`src/rtl/rf_operand_fetch_if.sv`:
```
// rtl/rf_operand_fetch_if.sv - decode / register-file / writeback / issue signal bundle
interface rf_operand_fetch_if;
    logic        id_valid;
    logic        id_ready;
    logic [4:0]  id_ra1;
    logic [4:0]  id_ra2;
    logic        id_use1;
    logic        id_use2;
    logic        id_wen;
    logic [4:0]  id_wa;
    logic [4:0]  rf_ra1;
    logic [4:0]  rf_ra2;
    logic [31:0] rf_src1;
    logic [31:0] rf_src2;
    logic        wb_en;
    logic [4:0]  wb_addr;
    logic [31:0] wb_wd;
    logic        flush;
    logic        ex_ready;
    logic        issue_valid;
    logic [31:0] issue_src1;
    logic [31:0] issue_src2;
    logic        issue_wen;
    logic [4:0]  issue_wa;

    modport slave (
        input  id_valid, id_ra1, id_ra2, id_use1, id_use2, id_wen, id_wa,
        input  rf_src1, rf_src2, wb_en, wb_addr, wb_wd, flush, ex_ready,
        output id_ready, rf_ra1, rf_ra2,
        output issue_valid, issue_src1, issue_src2, issue_wen, issue_wa
    );

    modport master (
        output id_valid, id_ra1, id_ra2, id_use1, id_use2, id_wen, id_wa,
        output rf_src1, rf_src2, wb_en, wb_addr, wb_wd, flush, ex_ready,
        input  id_ready, rf_ra1, rf_ra2,
        input  issue_valid, issue_src1, issue_src2, issue_wen, issue_wa
    );
endinterface

```
`src/rtl/rf_operand_fetch.sv`:
```
// rtl/rf_operand_fetch.sv - operand fetch with pending-write scoreboard, WB bypass and one-entry issue slot
module rf_operand_fetch #(
    parameter int MAX_PENDING = 3
) (
    input logic             clk,
    input logic             reset,
    rf_operand_fetch_if.slave bus
);
    localparam int CW = $clog2(MAX_PENDING + 1);
    localparam logic [CW-1:0] MAX_CNT = CW'(MAX_PENDING);
    localparam logic [CW-1:0] ONE     = CW'(1);

    logic [CW-1:0] r_cnt     [32];
    logic [CW-1:0] w_cnt_nxt [32];

    logic        r_issue_valid;
    logic [31:0] r_issue_src1;
    logic [31:0] r_issue_src2;
    logic        r_issue_wen;
    logic [4:0]  r_issue_wa;

    logic        w_eff_wr;
    logic        w_hit1;
    logic        w_hit2;
    logic        w_haz1;
    logic        w_haz2;
    logic        w_full;
    logic        w_ready;
    logic        w_accept;
    logic        w_undo;
    logic [31:0] w_op1;
    logic [31:0] w_op2;
    logic        w_inc;
    logic        w_dwb;
    logic        w_dfl;

    assign w_eff_wr = bus.wb_en && (bus.wb_addr != 5'd0);
    assign w_hit1   = w_eff_wr && (bus.wb_addr == bus.id_ra1);
    assign w_hit2   = w_eff_wr && (bus.wb_addr == bus.id_ra2);

    // A single outstanding write retiring this very cycle is satisfied by the bypass.
    assign w_haz1 = bus.id_use1 && (bus.id_ra1 != 5'd0) && (r_cnt[bus.id_ra1] != '0)
                    && !((r_cnt[bus.id_ra1] == ONE) && w_hit1);
    assign w_haz2 = bus.id_use2 && (bus.id_ra2 != 5'd0) && (r_cnt[bus.id_ra2] != '0)
                    && !((r_cnt[bus.id_ra2] == ONE) && w_hit2);
    assign w_full = bus.id_wen && (bus.id_wa != 5'd0) && (r_cnt[bus.id_wa] == MAX_CNT);

    assign w_ready  = !bus.flush && !w_haz1 && !w_haz2 && !w_full
                      && (!r_issue_valid || bus.ex_ready);
    assign w_accept = bus.id_valid && w_ready;
    assign w_undo   = bus.flush && r_issue_valid && r_issue_wen && (r_issue_wa != 5'd0);

    assign w_op1 = (bus.id_ra1 == 5'd0) ? 32'd0 : (w_hit1 ? bus.wb_wd : bus.rf_src1);
    assign w_op2 = (bus.id_ra2 == 5'd0) ? 32'd0 : (w_hit2 ? bus.wb_wd : bus.rf_src2);

    always_comb begin
        w_inc = 1'b0;
        w_dwb = 1'b0;
        w_dfl = 1'b0;
        w_cnt_nxt[0] = '0;
        for (int j = 1; j < 32; j++) begin
            w_inc = w_accept && bus.id_wen && (bus.id_wa == 5'(j));
            w_dwb = w_eff_wr && (bus.wb_addr == 5'(j));
            w_dfl = w_undo && (r_issue_wa == 5'(j));
            w_cnt_nxt[j] = r_cnt[j];
            if (w_inc) begin
                if (!w_dwb && (r_cnt[j] != MAX_CNT))
                    w_cnt_nxt[j] = r_cnt[j] + ONE;
            end else if (w_dwb && w_dfl) begin
                w_cnt_nxt[j] = (r_cnt[j] > ONE) ? (r_cnt[j] - ONE - ONE) : '0;
            end else if (w_dwb || w_dfl) begin
                w_cnt_nxt[j] = (r_cnt[j] != '0) ? (r_cnt[j] - ONE) : '0;
            end
        end
    end

    always_ff @(posedge clk) begin
        if (reset) begin
            for (int k = 0; k < 32; k++)
                r_cnt[k] <= '0;
        end else begin
            for (int k = 0; k < 32; k++)
                r_cnt[k] <= w_cnt_nxt[k];
        end
    end

    always_ff @(posedge clk) begin
        if (reset) begin
            r_issue_valid <= 1'b0;
            r_issue_src1  <= 32'd0;
            r_issue_src2  <= 32'd0;
            r_issue_wen   <= 1'b0;
            r_issue_wa    <= 5'd0;
        end else if (bus.flush) begin
            r_issue_valid <= 1'b0;
        end else if (w_accept) begin
            r_issue_valid <= 1'b1;
            r_issue_src1  <= w_op1;
            r_issue_src2  <= w_op2;
            r_issue_wen   <= bus.id_wen;
            r_issue_wa    <= bus.id_wa;
        end else if (bus.ex_ready) begin
            r_issue_valid <= 1'b0;
        end
    end

    assign bus.id_ready    = w_ready;
    assign bus.rf_ra1      = bus.id_ra1;
    assign bus.rf_ra2      = bus.id_ra2;
    assign bus.issue_valid = r_issue_valid;
    assign bus.issue_src1  = r_issue_src1;
    assign bus.issue_src2  = r_issue_src2;
    assign bus.issue_wen   = r_issue_wen;
    assign bus.issue_wa    = r_issue_wa;
endmodule

```
`src/flat_wrapper.sv`:
```
// flat-port wrapper written by rule: the top's interface ports become plain ports
module rf_operand_fetch_flat 
#(
    parameter int MAX_PENDING = 3
)
  (clk, reset, bus_id_valid, bus_id_ra1, bus_id_ra2, bus_id_use1, bus_id_use2, bus_id_wen, bus_id_wa, bus_rf_src1, bus_rf_src2, bus_wb_en, bus_wb_addr, bus_wb_wd, bus_flush, bus_ex_ready, bus_id_ready, bus_rf_ra1, bus_rf_ra2, bus_issue_valid, bus_issue_src1, bus_issue_src2, bus_issue_wen, bus_issue_wa);
  rf_operand_fetch_if bus_i ();
  input logic clk;
  input logic reset;
  input wire logic [$bits(bus_i.id_valid)-1:0] bus_id_valid;
  input wire logic [$bits(bus_i.id_ra1)-1:0] bus_id_ra1;
  input wire logic [$bits(bus_i.id_ra2)-1:0] bus_id_ra2;
  input wire logic [$bits(bus_i.id_use1)-1:0] bus_id_use1;
  input wire logic [$bits(bus_i.id_use2)-1:0] bus_id_use2;
  input wire logic [$bits(bus_i.id_wen)-1:0] bus_id_wen;
  input wire logic [$bits(bus_i.id_wa)-1:0] bus_id_wa;
  input wire logic [$bits(bus_i.rf_src1)-1:0] bus_rf_src1;
  input wire logic [$bits(bus_i.rf_src2)-1:0] bus_rf_src2;
  input wire logic [$bits(bus_i.wb_en)-1:0] bus_wb_en;
  input wire logic [$bits(bus_i.wb_addr)-1:0] bus_wb_addr;
  input wire logic [$bits(bus_i.wb_wd)-1:0] bus_wb_wd;
  input wire logic [$bits(bus_i.flush)-1:0] bus_flush;
  input wire logic [$bits(bus_i.ex_ready)-1:0] bus_ex_ready;
  output wire logic [$bits(bus_i.id_ready)-1:0] bus_id_ready;
  output wire logic [$bits(bus_i.rf_ra1)-1:0] bus_rf_ra1;
  output wire logic [$bits(bus_i.rf_ra2)-1:0] bus_rf_ra2;
  output wire logic [$bits(bus_i.issue_valid)-1:0] bus_issue_valid;
  output wire logic [$bits(bus_i.issue_src1)-1:0] bus_issue_src1;
  output wire logic [$bits(bus_i.issue_src2)-1:0] bus_issue_src2;
  output wire logic [$bits(bus_i.issue_wen)-1:0] bus_issue_wen;
  output wire logic [$bits(bus_i.issue_wa)-1:0] bus_issue_wa;
  assign bus_i.id_valid = bus_id_valid;
  assign bus_i.id_ra1 = bus_id_ra1;
  assign bus_i.id_ra2 = bus_id_ra2;
  assign bus_i.id_use1 = bus_id_use1;
  assign bus_i.id_use2 = bus_id_use2;
  assign bus_i.id_wen = bus_id_wen;
  assign bus_i.id_wa = bus_id_wa;
  assign bus_i.rf_src1 = bus_rf_src1;
  assign bus_i.rf_src2 = bus_rf_src2;
  assign bus_i.wb_en = bus_wb_en;
  assign bus_i.wb_addr = bus_wb_addr;
  assign bus_i.wb_wd = bus_wb_wd;
  assign bus_i.flush = bus_flush;
  assign bus_i.ex_ready = bus_ex_ready;
  assign bus_id_ready = bus_i.id_ready;
  assign bus_rf_ra1 = bus_i.rf_ra1;
  assign bus_rf_ra2 = bus_i.rf_ra2;
  assign bus_issue_valid = bus_i.issue_valid;
  assign bus_issue_src1 = bus_i.issue_src1;
  assign bus_issue_src2 = bus_i.issue_src2;
  assign bus_issue_wen = bus_i.issue_wen;
  assign bus_issue_wa = bus_i.issue_wa;
  rf_operand_fetch #(.MAX_PENDING(MAX_PENDING)) u_core (.clk(clk), .reset(reset), .bus(bus_i));
endmodule
```
`config.mk`:
```
export PLATFORM = sky130hd
export DESIGN_NAME = rf_operand_fetch_flat
export DESIGN_NICKNAME = d
export VERILOG_FILES = /design/src/rtl/rf_operand_fetch_if.sv /design/src/rtl/rf_operand_fetch.sv /design/src/flat_wrapper.sv
export SDC_FILE = /design/constraint.sdc
export NUM_CORES = 1
export LEC_CHECK = 0
export CAP_MARGIN = 0
export CORE_UTILIZATION = 40
export CTS_CLUSTER_DIAMETER = 50
export DETAILED_ROUTE_END_ITERATION = 6
export GPL_TIMING_DRIVEN = 1
export PLACE_DENSITY = 0.61
export SYNTH_ARGS = -nofsm -noshare
export SYNTH_HDL_FRONTEND = slang
export SYNTH_SLANG_ARGS = --single-unit
```
`constraint.sdc`:
```
create_clock -name clk -period 9.05 [get_ports clk]
set_clock_uncertainty 0.05 [all_clocks]
set_input_delay 2.715 -clock clk [delete_from_list [all_inputs] [get_ports clk]]
set_output_delay 2.715 -clock clk [all_outputs]
set_load 0.05 [all_outputs]
```
* After elaboration in Yosys (flattened, before gate mapping)
Memories as Yosys holds them, arrays and structs flattened. Index checks and enable logic that the tools add are counted. W data, S select, Z words.
Operators by class: $add $sub $neg 93, $lt $le $gt $ge 31, equality and inequality tests 129, mux-type cells 227, bitwise operators 33, reduce and logical (&&, ||, !) cells 290
Operator list (count):
- $mux W2 | 218
- $eq A5 B5 Y1 const B | 48
- $logic_and A1 B1 Y1 | 177
- $mux W32 | 4
- $sub A2 B1 Y2 const B | 62
- $eq A5 B4 Y1 const B | 24
- $reduce_bool A2 Y1 | 34
- $add A2 B1 Y2 const B | 31
- $gt A2 B1 Y1 const B | 31
- $ne A2 B2 Y1 const B | 31
- $eq A5 B3 Y1 const B | 12
- $logic_not A1 Y1 | 38
- $logic_or A1 B1 Y1 | 32
- $or A1 B1 Y1 | 32
- $eq A5 B2 Y1 const B | 6
- $reduce_bool A5 Y1 | 5
- $eq A5 B1 Y1 const B | 3
- $eq A5 B5 Y1 | 2
- $logic_not A5 Y1 | 2
- $mux W1 | 5
- $eq A2 B1 Y1 const B | 2
- $eq A2 B2 Y1 const B | 1
- $reduce_and A2 Y1 | 1
- $reduce_or A2 Y1 | 1
- $not A1 Y1 | 1
Storage, ports and cells: flip-flop bits (word level) 71, RAM bits 64, input bits 125, output and inout port bits 82, word-level logic and storage cells 809, memories kept 1
Memories:
- u_core.r_cnt | words 32, bits a word 2, rd ports 34, clocked after Yosys merged registers in 0, write ports 32, RTL line rf_operand_fetch.sv:13 | logic [CW-1:0] r_cnt [32];

* Logic depth before layout (Yosys ltp)
depth in word-level cells 16, mapped depth 15, mapped depth without buffers 9

* Worst setup path after synthesis
OpenSTA, ideal clock, no wires.
path type input port to output port, from in bus_id_ra2[0], to out bus_id_ready, arrival time 5.181 ns, data required time 6.285 ns, setup slack 1.104 ns, stages on the path 7, path buffers 1, cells stage by stage buf_4 mux4_2 mux4_2 and2_1 o31ai_4 nand4_1 nor2_1
On the way: cells in the longest elaborated chain, start to end 9, elaborated cells on any way between the ends 15, those cells by class 2 x eq/ne; 12 x reduce/logical; 1 x memory
Ends and longest elaborated chain:
- from (decl) | RTL line flat_wrapper.sv:12 | input wire logic [$bits(bus_i.id_ra2)-1:0] bus_id_ra2;
- $mem_v2 Z32 W2 or $eq A5 B5 Y1 (tied branches)
- $eq A2 B1 Y1 or $logic_and A1 B1 Y1 (tied branches) | RTL line rf_operand_fetch.sv:45, rf_operand_fetch.sv:39
- $logic_and A1 B1 Y1 | RTL line rf_operand_fetch.sv:45 | && !((r_cnt[bus.id_ra2] == ONE) && w_hit2);
- $logic_not A1 Y1 | RTL line rf_operand_fetch.sv:45
- $logic_and A1 B1 Y1 * | RTL line rf_operand_fetch.sv:45
- $logic_not A1 Y1 * | RTL line rf_operand_fetch.sv:48 | assign w_ready = !bus.flush && !w_haz1 && !w_haz2 && !w_full
- $logic_and A1 B1 Y1 * (2 in a row) | RTL line rf_operand_fetch.sv:48
- $logic_and A1 B1 Y1 * | RTL line rf_operand_fetch.sv:49 | && (!r_issue_valid || bus.ex_ready);
- to (decl) | RTL line flat_wrapper.sv:24 | output wire logic [$bits(bus_i.id_ready)-1:0] bus_id_ready;
Every way passes the cells marked *; elsewhere a longest branch is shown, timed or not.

* Final worst setup path
from in bus_id_ra1[1], to out bus_id_ready
On the way: cells in the longest elaborated chain, start to end 10, elaborated cells on any way between the ends 16, those cells by class 2 x eq/ne; 13 x reduce/logical; 1 x memory
Ends and longest elaborated chain:
- from (decl) | RTL line flat_wrapper.sv:11 | input wire logic [$bits(bus_i.id_ra1)-1:0] bus_id_ra1;
- $mem_v2 Z32 W2 or $eq A5 B5 Y1 (tied branches)
- $eq A2 B1 Y1 or $logic_and A1 B1 Y1 (tied branches) | RTL line rf_operand_fetch.sv:43, rf_operand_fetch.sv:38
- $logic_and A1 B1 Y1 | RTL line rf_operand_fetch.sv:43 | && !((r_cnt[bus.id_ra1] == ONE) && w_hit1);
- $logic_not A1 Y1 | RTL line rf_operand_fetch.sv:43
- $logic_and A1 B1 Y1 * | RTL line rf_operand_fetch.sv:43
- $logic_not A1 Y1 * | RTL line rf_operand_fetch.sv:48
- $logic_and A1 B1 Y1 * (3 in a row) | RTL line rf_operand_fetch.sv:48
- $logic_and A1 B1 Y1 * | RTL line rf_operand_fetch.sv:49
Marks and branches as above.

==> run summary <==
The flow ran to the end, and the final reports show no timing, DRC or antenna violations. The cell sitting at the root of the clock tree is a clkbuf_16. The count of cells resized by post-cts repair came out at 0. The remaining global-route overflow came out at 0.

The total number of clock tree sinks came out at between 100 and 150. The sequential-to-total area share from yosys stat came out at 0.215. Across the run, the number of max-cap violations was 0. The maximum number of pins on one net before global-route repair came out at 74. In the final layout, flip-flops and latches occupy approximately 2700 sq um.

The number of endpoints with negative hold slack in the final report came to 0. The final-stage net count came out at ~1.9k. Row generation in the floorplan step produced 64 rows. The largest single stage delay on the critical path is 0.93 ns.

Buffers added to address setup during post-CTS repair amount to 0. Wires add up to a little over 40000 um. After routing the design area is 15200 sq um. The wire length of the first global-routing pass came out at approximately 62000 um. The remaining antenna violation count after routing came out at 0. The number of storage elements in the synthesis netlist is 133. The share of the clock period used by the worst path is 0.953. The cell total after placement came out at about 2.1k.

The worst register-to-register path begins at u_core.r_cnt[11][0]. For met2 alone, demand over resource in global routing was 0.421. The wire-length estimate of the detail-placed layout is approximately 31000 um. The number of different library cells used by synthesis comes to 74. For the pin with the worst max-slew slack, the measured transition is about 1.2 ns. By instance count, the cell type seen most on the critical path is buf_4. The worst register-to-register path has a depth of 10. The global routing stage identified its most utilized layer as met2. After detailed placement, the total cell area comes to 14700 sq um. The final cell utilization of the core is 0.499. In this run the worst hold path is classified as register to register.

The number of global-route vias before repair is between 10k and 15k. The number of antenna violations at the first check in global routing is 0. Leaving out fill and tap cells, the most frequent cell in the layout is nand2_1. Measured against its own limit, the worst slew margin works out to 0.229. At the worst endpoint, the required time is approximately 6.3 ns. The worst setup path is captured at an output port. The maximum buffer depth of the clock tree is 2.

Cell internal power was estimated by the tool at about 1.1 mW. The routed length per placed instance came out at between 15 and 20 um. The hold slack is roughly 0.4 ns. The number of buffer and inverter stages on the critical path came out at 3. The floorplan die height is about 180 um.

The number of nets in the synthesized netlist is 1779. The clock tree from TritonCTS is built. The proportion of power drawn by combinational gates came out at 0.199. The launch instance of the worst min-delay path is u_core.bus.issue_src1[1]. The post-place setup slack is about 0.45 ns. The number of design rule violations left after detail routing came out at 0. The async set-reset flop share out of synthesis came out at 0. The area of the core region came out at between 30000 and 40000 sq um.

The share of total power dissipated in sequential elements is 0.372. The leakage power is between 5 and 6 nW. The worst setup path is launched from an input pin. The number of antenna diodes in the final layout is 0.

The total power density per cell area came out at around 110 nW/um^2. The shortest clock period the worst path allows after layout came out at between 8 and 9 ns. Hold repair after CTS inserted 0 buffers.

Leaving out fill and tap cells, the most frequent cells in the layout are 215 x nand2_1, 204 x clkdlybuf4s50_1, 133 x dfxtp_1, 119 x a21oi_1, 117 x ha_1. The cell area that synthesis handed to floorplanning was roughly 12000 sq um. Summed over all nets, the switching power comes to 0.529 mW. The clock buffer count from CTS came out at 17.

The boundary pin count came out at a little over 200. The later-pin clock latency in the skew report came out at 0.45 ns. The effective utilization at floorplan came out at 0.406. The global placer's final weighted congestion is 0.934. In this run the critical register-to-register path is captured at u_core.bus.issue_src2[18]. The post-route setup TNS is 0 ns. The clock-pin slew on the worst setup and hold paths is around 0.060 ns.

The count of buffers from port buffering is 206. The share of final-layout standard cells stronger than drive strength 1 came out at 0.0755. The routed layout has 11.8k vias. The count of endpoints failing setup in the final report came out at 0. The fraction of power spent switching nets is 0.320. Of the total power, the clock network draws 0.428. In this run, synthesis inferred 0 flip-flops with an integrated enable.

The number of DRC markers in iteration 0 is approximately 910. The first detailed-routing pass ran for 5 iterations. The number of standard cells after synthesis came out at 1537. The depth of the CTS H-tree came out at 4.

Setup repair after global routing left no endpoint under its margin. The multi-input combinational cells in the finished layout cover a total of roughly 9000 sq um. Dividing the detail-routed via count by the number of cells gives ~5.6. The peak ir drop on the vdd network came out at roughly 0.14 mV. The number of pins exceeding their max-slew limit in the final report came out at 0. The area added between synthesis and finish is 23.1%.

The die outline width came out at ~180 um. Leaving out filler cells and counting taps, the final layout contains roughly 2.1k. Tracing the worst setup path back leads to its startpoint at bus_id_ra1[1].

The critical path in this run is classified as input pin to output port. Counting the fill cells in the layout gives 2947. The total of warnings raised by yosys came out at 0. The global routing usage on met1 came out at 0.334. The worst path arrival time came out at between 5 and 6 ns.

The critical path ends at bus_id_ready. The global-route usage over all layers came out at 0.256. The die area is around 32000 sq um. The logic depth of the worst setup path including buffers came out at 9. The design draws around 1.7 mW. The met3 usage in global routing is 0.0366. The setup slack on the worst flop-to-flop path came out at between 4 and 5 ns.

In the synthesized netlist the dominant register cell turns out to be dfxtp_1. The signal on the critical path passes through clkdlybuf4s50_1 -> buf_4 -> mux4_2 -> mux2i_1 -> o2111ai_1 -> or4b_1 -> nand4_1 -> nor2_1 -> buf_4. The fmax is 116 MHz. The critical-path maximum fanout is 12. The critical path's slowest cell is clkdlybuf4s50_1.

The kind of cell adding the most delay to the critical path is buffers and inverters. The mean instance size in the synthesized netlist came out at 8.05 sq um. The minimum setup slack in the final design came out at approximately 0.42 ns.
-- cell usage after synthesis (3+ instances only) --
master,count,area [sq um]
a211oi_1,46,345
a21oi_1,119,596
a221oi_1,13,114
a22o_1,11,96.3
a22oi_1,38,285
a311oi_1,5,43.8
a31oi_1,4,25.0
and2_1,6,37.5
and3_1,12,75.1
buf_1,4,15.0
buf_2,20,100
buf_4,14,105
clkbuf_1,63,236
dfxtp_1,133,2660
ha_1,117,1460
inv_1,64,240
mux2_2,11,124
mux2i_1,92,921
mux4_2,32,721
nand2_1,215,807
nand2b_1,27,169
nand3_1,7,35.0
nand3b_1,4,30.0
nand4_1,9,56.3
nand4b_1,5,43.8
nor2_1,94,353
nor2b_1,20,125
nor3_1,27,135
nor3b_1,5,37.5
nor4_1,9,56.3
nor4_2,3,37.5
o211ai_1,7,52.6
o21ai_0,55,275
o22ai_1,4,25.0
o31ai_1,3,22.5
or2_2,9,56.3
or3_1,85,532
or4_1,5,37.5
xnor2_1,58,508
xor2_1,41,359
-- layer usage --
layer  vias up  share of wire
met5         -              0
met4         0          0.035
met3        84          0.043
met2       289           0.47
met1      5640           0.45
li1       5796              -
-- worst min-delay path by stage --
stage | end | slack (ns) | depth (start not counted)
finish | u_core.bus.issue_src1[1] | 0.40 | 2
global route | u_core.bus.issue_src2[9] | 0.41 | 2
CTS | u_core.bus.issue_src2[27] | 0.40 | 2
detailed placement | u_core.bus.issue_src2[15] | 0.39 | 2
global placement | u_core.bus.issue_src1[1] | 0.39 | 2
floorplan | u_core.r_cnt[29][1] | 0.47 | 2
-- power by group through the flow --
stage,clock network (mW),logic [mW],registers (mW)
finish,0.709,0.330,0.617
detailed placement,0,0.328,0.629
floorplan,0,0.145,0.678
global route,0.749,0.351,0.618
CTS,0.724,0.329,0.616
global placement,0,0.327,0.629
-- sequential cells by signal, summed over array words and instances, names as in the netlist --
register / flops
u_core.bus.issue_src2: 32
u_core.bus.issue_src1: 32
u_core.bus.issue_wa: 5
u_core.bus.issue_valid: 1
u_core.r_cnt: 62
u_core.bus.issue_wen: 1
-- cells by family (layout without fill, tap and decap cells) --
family                   count (synthesis)  after routing  share of synthesized area
flip-flops                             133            133                      0.215
AND/OR/NAND/NOR                        557            557                      0.225
adder cells (fa/ha/maj)                117            117                      0.118
AO/OA/AOI/OAI                          329            329                      0.171
multiplexers                           136            136                      0.144
XOR/XNOR                                99             99                     0.0701
buffers and inverters                  166            325                     0.0572
-- final cells by class --
class	count	area share
clock buffer	17	0.0279
clock inverter	15	0.0103
timing repair buffer	229	0.146
multi-input combinational	1238	0.592
inverter	64	0.0158
tap	396	0.0325
sequential	133	0.175
-- worst min-delay path, stage by stage (launching register included) --
cell and delay, ns:
dfxtp_1 0.31, nand2_1 0.05, a21oi_1 0.05
Power figures use the tool's default switching activity.
